**config.mk**
```make
export PLATFORM = sky130hd
export DESIGN_NAME = rr_bank_arbiter
export DESIGN_NICKNAME = d
export VERILOG_FILES = /design/src/rtl/rr_bank_arbiter.sv
export SDC_FILE = /design/constraint.sdc
export NUM_CORES = 1
export LEC_CHECK = 0
export CAP_MARGIN = 15
export CORE_MARGIN = 2
export CORE_UTILIZATION = 45
export CTS_CLUSTER_DIAMETER = 150
export DETAILED_ROUTE_END_ITERATION = 6
export PLACE_DENSITY = 0.93
export SLEW_MARGIN = 10
export SYNTH_ARGS = -nofsm -noshare
export SYNTH_HDL_FRONTEND = slang
export SYNTH_SLANG_ARGS = --single-unit
```
**constraint.sdc**
```tcl
create_clock -name clk -period 5.4 [get_ports clk]
set_clock_uncertainty 0.15 [all_clocks]
set_input_delay 1.08 -clock clk [delete_from_list [all_inputs] [get_ports clk]]
set_output_delay 1.08 -clock clk [all_outputs]
set_load 0.03 [all_outputs]
```
**src/rtl/rr_bank_arbiter.sv**
```systemverilog
// Round-robin arbiter with lock-hold, owning a shared BITS-wide result register bank.
// A granted requester that still asserts req writes its wdata slice into the bank one edge later.

module rr_bank_bit (
    input  logic clk,
    input  logic reset,
    input  logic we,
    input  logic d,
    output logic q
);
    always_ff @(posedge clk) begin
        if (reset)
            q <= 1'b0;
        else if (we)
            q <= d;
    end
endmodule

module rr_bank_arbiter #(
    parameter int BITS = 4,
    parameter int N    = 4
) (
    input  logic                clk,
    input  logic                reset,
    input  logic [N-1:0]        req,
    input  logic [N-1:0]        lock,
    input  logic [N*BITS-1:0]   wdata,
    output logic [N-1:0]        grant,
    output logic [BITS-1:0]     result,
    output logic                valid,
    output logic [((N > 1) ? $clog2(N) : 1)-1:0] owner
);
    localparam int PW = (N > 1) ? $clog2(N) : 1;

    logic [PW-1:0]   ptr, nxt_ptr, sel;
    logic [N-1:0]    nxt_grant;
    logic            hold, we;
    logic [BITS-1:0] wsel;

    // Lock only counts for the current holder, and only while it still requests.
    assign hold  = |(grant & req & lock);
    assign we    = |(grant & req);
    assign owner = ptr;

    always_comb begin
        wsel = '0;
        for (int k = 0; k < N; k++)
            if (grant[k])
                wsel = wsel | wdata[k*BITS +: BITS];
    end

    // Scan from farthest to nearest so the last match is the first requester after ptr.
    always_comb begin
        nxt_grant = '0;
        nxt_ptr   = ptr;
        sel       = '0;
        if (hold) begin
            nxt_grant = grant;
        end else begin
            for (int i = N; i >= 1; i--) begin
                sel = PW'((int'(ptr) + i) % N);
                if (req[sel]) begin
                    nxt_grant      = '0;
                    nxt_grant[sel] = 1'b1;
                    nxt_ptr        = sel;
                end
            end
        end
    end

    always_ff @(posedge clk) begin
        if (reset) begin
            grant <= '0;
            ptr   <= PW'(N - 1);
            valid <= 1'b0;
        end else begin
            grant <= nxt_grant;
            ptr   <= nxt_ptr;
            if (we)
                valid <= 1'b1;
        end
    end

    for (genvar b = 0; b < BITS; b++) begin : g_bit
        rr_bank_bit u_bit (
            .clk   (clk),
            .reset (reset),
            .we    (we),
            .d     (wsel[b]),
            .q     (result[b])
        );
    end
endmodule

```
==> run_results.csv <==
group,metric,value,unit
run_status,status,"finished, final reports clean",
sta,min_period_over_period,0.541,
logic_synthesis,synth_cell_types,32,
cts,clkSlewWorstSetupHoldPaths,0.07,ns
critical_path,critPathTopFamily,"buffers and inverters",
cts,numCtsBuffers,3,
global_route,grt_max_degree,14,
routing,via_count,974,
global_route,antenna_found_initial,0,
flow_run,drv_cap,0,
routing,drtIter0Drc,27,
placement,routabilityCongestion,0.786,
placement,hpwl,1.89,mm
logic_synthesis,yosysSeqAreaShare,0.236,
sta,worst_slack,2.48,ns
routing,met1_length,1.07,mm
floorplanning,ios,37,
logic_synthesis,synth_area_leaders,"dfxtp_1 (24%), mux4_1 (8.4%), a22oi_1 (8.0%)",
placement,io_buffer_count,36,
min_path,min-delay-start,"g_bit[2].u_bit.q",
floorplanning,start_util,0.476,
finish,final_common_cell,"clkdlybuf4s50_1",
critical_path,cp.required,4.17,ns
critical_path,reg2regPathDepth,6,
logic_synthesis,ys_ff_latch,11,
critical_path,cp_slowest_cell,"clkdlybuf4s50_1",
finish,diodes,0,
logic_synthesis,syn_avg_cell_area,8.72,sq um
cts,cts_resized,0,
sta,max_freq,342,MHz
global_route,gr-usage-all-layers,0.208,
sta,slew_viol_final,0,
logic_synthesis,netlist_instances,107,
logic_synthesis,synth_fp_nets,139,
min_path,min_path_type,"register to register",
floorplanning,die_w,49.5,um
power_and_ir_drop,power.leakage,0.512,nW
power_and_ir_drop,finalPower,620,uW
logic_synthesis,synth_edf_count,0,
critical_path,crit_fanout,13,
cts,clockBufferDepth,2,
sta,maxSlewHeadroom,0.651,
finish,drive_above_1_share,0.0580,
routing,top_layer_used,"met4",
min_path,hold_depth,2,
cts,worstSkewPairLatency,0.27,ns
finish,filler_cell_count,184,
routing,drc_errors,0,
floorplanning,chipHeight,49.5,um
cts,h-tree-depth,1,
finish,fin_nets,171,
logic_synthesis,synthArstFlopShare,0,
routing,wl,2.48,mm
critical_path,max_stage_delay,0.77,ns
routing,antenna_left,0,
critical_path,worstPathCellList,"clkdlybuf4s50_1",
cts,holdBufCountCts,0,
logic_synthesis,ys_warn_count,0,
cts,cts_tree,"built",
global_route,grt_pass1_vias,900,
finish,final_cell_mix,"clkdlybuf4s50_1 (36), nor2_1 (13), dfxtp_1 (11), a22oi_1 (10), a21oi_1 (8)",
sta,holdWs,0.352,ns
critical_path,crit_type,"register to output port",
sta,worstMarginPinSlew,0.522,ns
power_and_ir_drop,power_density,478,nW/um^2
placement,dp_worst_setup_slack,2.21,ns
critical_path,r2r-start,"owner[0]",
critical_path,cp-end-kind,"output port",
sta,fin_setup_tns,0,ns
floorplanning,core-area,1960,sq um
routing,wl_met2,1.26,mm
cts,clock-sinks,11,
power_and_ir_drop,peakVddDrop,0.321,mV
routing,wl_met3,100,um
critical_path,cp_num_buf_inv,1,
logic_synthesis,synth-main-ff-cell,"dfxtp_1",
critical_path,cp_data_arrival_time,1.69,ns
cts,cts_root_buf,"clkbuf_4",
logic_synthesis,synth_area,933,sq um
critical_path,worstSetupStartpointType,"register",
floorplanning,die-area,2450,sq um
floorplanning,core.rowCount,16,
critical_path,startpoint,"owner[0]",
routing,first_pass_iters,4,
sta,setup_violations,0,
cts,post-cts-setup-buffers,0,
logic_synthesis,synth_top_area_frac,0.236,
global_route,grt_first_pass_wirelength,3.99,mm
logic_synthesis,yosys.area.top_type,"dfxtp_1",
routing,via_per_inst,5.90,
global_route,grt_overflow,0,
routing,wire_per_inst,15.0,um
critical_path,path_depth,1,
sta,finalHoldViolations,0,
sta,rsz0062_at_grt,"no",
finish,area_growth,38.9,%
sta,min_period,2.92,ns
==> final timing paths <==
| kind | slack (ns) | endpoint |
|---|---|---|
| max | 2.48 | owner[0] |
| min | 0.35 | g_bit[2].u_bit.q |
| max reg2reg | 2.83 | grant[2] |
| min reg2reg | 0.35 | g_bit[2].u_bit.q |
==> through the flow <==
step	std cells	utilization	area, sq um
4_1_cts	165	0.661	1300
6_report	165	0.661	1300
3_5_place_dp	161	0.647	1270
3_3_place_gp	161	0.647	1270
2_1_floorplan	107	-	933
5_1_grt	165	0.661	1300
==> flip-flops by register name, indices dropped and copies added, names as in the netlist <==
register / cells
valid: 1
grant: 4
g_bit.u_bit.q: 4
owner: 2
==> logic make-up after synthesis <==
logic type	Yosys count	synth area share
buffers and inverters	16	0.0898
and+or+nand+nor	31	0.164
adders and majority gates	6	0.0804
muxes	8	0.153
AOI/OAI and AO/OA	35	0.277
DFF	11	0.236
==> routing by layer <==
layer  GRT usage  vias to the layer above
met4       0.111                        0
li1            -                      474
met5           0                        -
met1       0.268                      461
met3     0.00909                        4
met2       0.349                       35
==> synthesized netlist by cell type, types with 3 or more instances <==
cell type,number
nand2_1,5
nand3_1,4
ha_1,6
mux4_1,3
a21oi_1,8
a311oi_1,4
a22oi_1,10
mux2i_1,3
buf_4,4
dfxtp_1,11
inv_1,7
clkbuf_1,3
nand3b_1,4
nor2_1,13
==> area by class of cell <==
type	instances	area, sq um	share of cell area
multi-input cells	80	629	0.486
repair buffers	36	360	0.278
flip-flops and latches	11	220	0.170
well taps	27	33.8	0.0261
clock buffers	4	26.3	0.0203
inverters	7	26.3	0.0203
==> power breakdown <==
group,switching (mW),total [mW],leakage (nW),internal [mW]
sequential,0.0495,0.160,0.0911,0.110
combinational,0.215,0.402,0.406,0.187
clock,0.0294,0.0581,0.0150,0.0286
total,0.294,0.620,0.512,0.326
Note: power is estimated with default switching activity, not from simulation.
==> patch 1 (same settings) <==
Change the parameter `BITS` from 4 to 3.
--- a/src/rtl/rr_bank_arbiter.sv
+++ b/src/rtl/rr_bank_arbiter.sv
@@ -18,5 +18,5 @@
 
 module rr_bank_arbiter #(
-    parameter int BITS = 4,
+    parameter int BITS = 3,
     parameter int N    = 4
 ) (
Ports: changed (resized result and wdata); port bits go from 37 to 32. No check against the original RTL was run, so the function may have changed too.
==> patch 1 against the original RTL <==
Cell area shrank 8.8%. Count of clock-buffer cells in the layout shrank 1. Sequential cell count shrank 1. Clock power shrank 15%. Setup slack lost 12 ps. Total power grew 3.9%. Routed wire length shrank 6.3%. Utilization grew 0.24 points. Synthesized area shrank 6.0%.
==> patch 1: results (changes against the original RTL) <==
Placed design
  – IO buf count: 31 (-14%)
  – GPL Wtd Cong: 0.8798 (+12%)
  – Post-DP HPWL: 1747 um (-7.6%)
  – Placement Cell Area: 1160 um^2 (-8.7%)

Layout
  – Fillers: 153 (-17%)
  – Fin nets: 155 (-9.4%)
  – Layout cells sized above 1: 8.000% (+2.2 points)

Routing
  – Final WL: 2321 um (-6.3%)
  – Wirelength per Cell: 15.47 um (+3.0%)
  – TritonRoute pass-1 iters: 5 (+1)
  – Metal3 WL: 238 um (+140%)
  – M1 WL: 925 um (-14%)
  – 1st-iter DRT viols: 47 (+74%)
  – DR vias: 911 (-6.5%)

Global routing
  – Overall routing resource usage: 21.72% (+0.94 points)
  – Met3 Use GR: 5.556% (+4.6 points)
  – First-pass GRT wire length: 3525 um (-12%)
  – Vias in the first global route: 872 (-3.1%)
  – Met1 usage: 22.43% (-4.4 points)

Setup path
  – Crit-path leading delay family: multiplexers
  – Critical path arrival: 2990 ps (+1300 ps)
  – Max incr delay on CP: 740 ps (-30 ps)
  – R2r endpoint: grant[0]$_SDFFE_PP0N_
  – Crit Path Max Fanout: 11 (-2)
  – Crit-path slowest cell: mux4_1
  – Worst reg-to-reg setup slack: 2620 ps (-210 ps)

Run status
  – Status: complete, no violations

Logic synthesis
  – Post-synth net total: 126 (-9.4%)
  – Synthesized area per cell: 8.950 um^2 (+2.6%)
  – Seq/Total Area, Yosys: 22.82% (-0.77 points)

Hold path
  – Hold_sp: valid$_SDFFE_PP0P_

Timing
  – Worst rel slew slack: 65.65% (+0.52 points)
  – Hold slack: 337.2 ps (-14.60 ps)
[patch 1: cell count changes in the layout (fill, tap and decap cells not counted), sizes merged, moves of 2 or more]
cell,change
a211oi,-2
a221o,-2
a22oi,-2
clkdlybuf4s50,-5
inv,-3
nand2,+6
nor2,-4
o211ai,+3
o221a,+3
[patch 1: power by group]
| part | internal, uW | switching [uW] |
|---|---|---|
| combinational | 199 | 232 |
| clock | 25.7 | 23.7 |
| sequential | 109 | 54.3 |
| total | 333 | 310 |
[patch 1: kinds of logic (layout without fill, tap and decap cells)]
group / after synthesis / in the layout / share of synthesized area, %
adders and majority gates: 6 / 6 / 8.559
DFF: 10 / 10 / 22.82
and+or+nand+nor: 33 / 33 / 18.26
buffers and inverters: 11 / 38 / 8.415
muxes: 8 / 8 / 15.83
AOI/OAI and AO/OA: 30 / 30 / 26.11
[patch 1: worst min-delay path: stages (launching register included)]
cell     delay (ps)
dfxtp_1         340
nor2_1           50
nor2_1           70
[patch 1: how the worst max path moves through the flow]
stage,slack (ps),depth (start not counted),end,start
CTS,2480,1,owner[0],owner[0]$_SDFFE_PP1P_
global route,2380,5,grant[0]$_SDFFE_PP0N_,req[3]
floorplan,2810,8,grant[3]$_SDFFE_PP0N_,owner[0]$_SDFFE_PP1P_
detailed placement,2220,5,grant[0]$_SDFFE_PP0N_,req[3]
finish,2460,5,grant[0]$_SDFFE_PP0N_,req[3]
global placement,2290,5,grant[2]$_SDFFE_PP0N_,req[3]
[patch 1: layout make-up]
class                      count  area, um^2  area share (%)
inverter                       4       15.01           1.270
multi-input combinational     77       603.1           51.01
sequential                    10       200.2           16.93
timing repair buffer          31       310.3           26.24
tap                           25       31.28           2.646
clock buffer                   3       22.52           1.905
==> patch 2 (same settings) <==
Made on the original files. Reset style: asynchronous (`reset`), changed in 2 clocked blocks.
--- a/src/rtl/rr_bank_arbiter.sv
+++ b/src/rtl/rr_bank_arbiter.sv
@@ -9,5 +9,5 @@
     output logic q
 );
-    always_ff @(posedge clk) begin
+    always_ff @(posedge clk or posedge reset) begin
         if (reset)
             q <= 1'b0;
@@ -69,5 +69,5 @@
     end
 
-    always_ff @(posedge clk) begin
+    always_ff @(posedge clk or posedge reset) begin
         if (reset) begin
             grant <= '0;
Check against the original RTL: differs if reset is asserted again (counterexample within 4 cycles, from zero or initial values and one cycle with reset high); with reset held inactive, the same outputs for 10 cycles.
==> patch 2 against the original RTL <==
Register-to-register slack got worse by 60 ps. Total power rose by 25%. Synthesized cell count fell by 10%. Sequential cell count did not move. Setup slack got worse by 1.4 ps. Cell area rose by 2.4%. Highest routed layer unchanged. Routed wire length fell by 4.4%. Largest power group unchanged. Synthesized area rose by 2.1%.
==> patch 2: results (changes against the original RTL) <==
Run status
  – Status: complete, no violations

Logic synthesis
  – Post-synth net total: 128 (-7.9%)
  – Adder-cell area share of the yosys netlist: 7.874% (-0.17 points)
  – Most frequent cells after synthesis: 13 x nand2_1, 10 x a22oi_1, 9 x dfrtp_1
  – Compound-Gate Fraction of Synth Area: 24.28% (-3.5 points)
  – Synthesized area per cell: 9.931 um^2 (+14%)
  – Post-synthesis xor/xnor area fraction: 0.9186% (+0.92 points)
  – Most common flop cell mapped by yosys: dfrtp_1
  – Seq/Total Area, Yosys: 29.13% (+5.5 points)
  – Multiplexer share of the synthesized area: 14.17% (-1.1 points)
  – Synth area leaders: dfrtp_1 24%, a22oi_1 7.9%, ha_1 7.9%, mux4_2 7.1%, dfstp_2 5.5%
  – Asr flop ratio synth: 100.0% (+100 points)

Power
  – Worst vdd ir: 0.0004223 V (+32%)
  – Clk power: 53.7 uW (-7.6%)

Layout
  – Signal buf overhead: 27.14% (-0.66 points)
  – Clk cell area share: 1.979% (-0.048 points)
  – Fillers: 153 (-17%)
  – Signal inverters: 3 (-4)
  – FF/Latch Area: 277.8 um^2 (+26%)
  – Number of multi-input logic gates: 76 (-5.0%)
  – Layout cells sized above 1: 11.54% (+5.7 points)
  – Seq/total area: 20.92% (+3.9 points)
  – Multi-input gate area: 618.1 um^2 (-1.8%)

Routing
  – Wirelength per Cell: 15.08 um (+0.43%)
  – Final WL: 2368 um (-4.4%)
  – 1st-iter DRT viols: 19 (-30%)
  – DR vias: 926 (-4.9%)

Setup path
  – FF-to-FF path depth: 5 (-1)
  – Max incr delay on CP: 740 ps (-30 ps)
  – Worst reg-to-reg setup slack: 2770 ps (-60 ps)
  – R2r endpoint: owner[1]$_DFFE_PP1P_
  – CP startpoint: owner[0]$_DFFE_PP1P_
  – Crit Path Max Fanout: 12 (-1)

Global routing
  – Largest net degree at the start of global routing: 13 (-1)
  – First-pass GRT wire length: 4091 um (+2.6%)
  – Grt met2 use: 36.62% (+1.7 points)
  – Vias in the first global route: 895 (-0.56%)

Timing
  – Actual slew at the worst max-slew pin: 476.8 ps (-45.54 ps)
  – Fmax: 341.9 MHz (about the same)

Placed design
  – Post-placement setup slack: 2368 ps (+155.2 ps)
  – GPL Wtd Cong: 0.8305 (+5.7%)

Floorplan
  – Die ar.: 2503 um^2 (+2.0%)
-- patch 2: cell count changes after synthesis, sizes merged, moves of 7 or more --
cell / before / now
nor2: 13 / 6
a21oi: 8 / 1
dfxtp: 11 / 0
nand2: 5 / 13
dfrtp: 0 / 9
-- patch 2: worst min-delay path by stage --
stage	start	to	slack [ps]	cells after the start
final	valid$_DFFE_PP0P_	valid$_DFFE_PP0P_	330	1
after global routing	valid$_DFFE_PP0P_	valid$_DFFE_PP0P_	360	1
after CTS	valid$_DFFE_PP0P_	valid$_DFFE_PP0P_	330	1
after detailed placement	valid$_DFFE_PP0P_	valid$_DFFE_PP0P_	320	1
after global placement	valid$_DFFE_PP0P_	valid$_DFFE_PP0P_	300	1
after floorplan	g_bit[0].u_bit.q$_DFFE_PP0P_	g_bit[0].u_bit.q$_DFFE_PP0P_	370	2
-- patch 2: routing by layer --
metal | vias to the layer above | wire, um
met5 | - | 0
met4 | 0 | 4
met3 | 2 | 221
met2 | 45 | 1167
met1 | 444 | 974
li1 | 435 | -
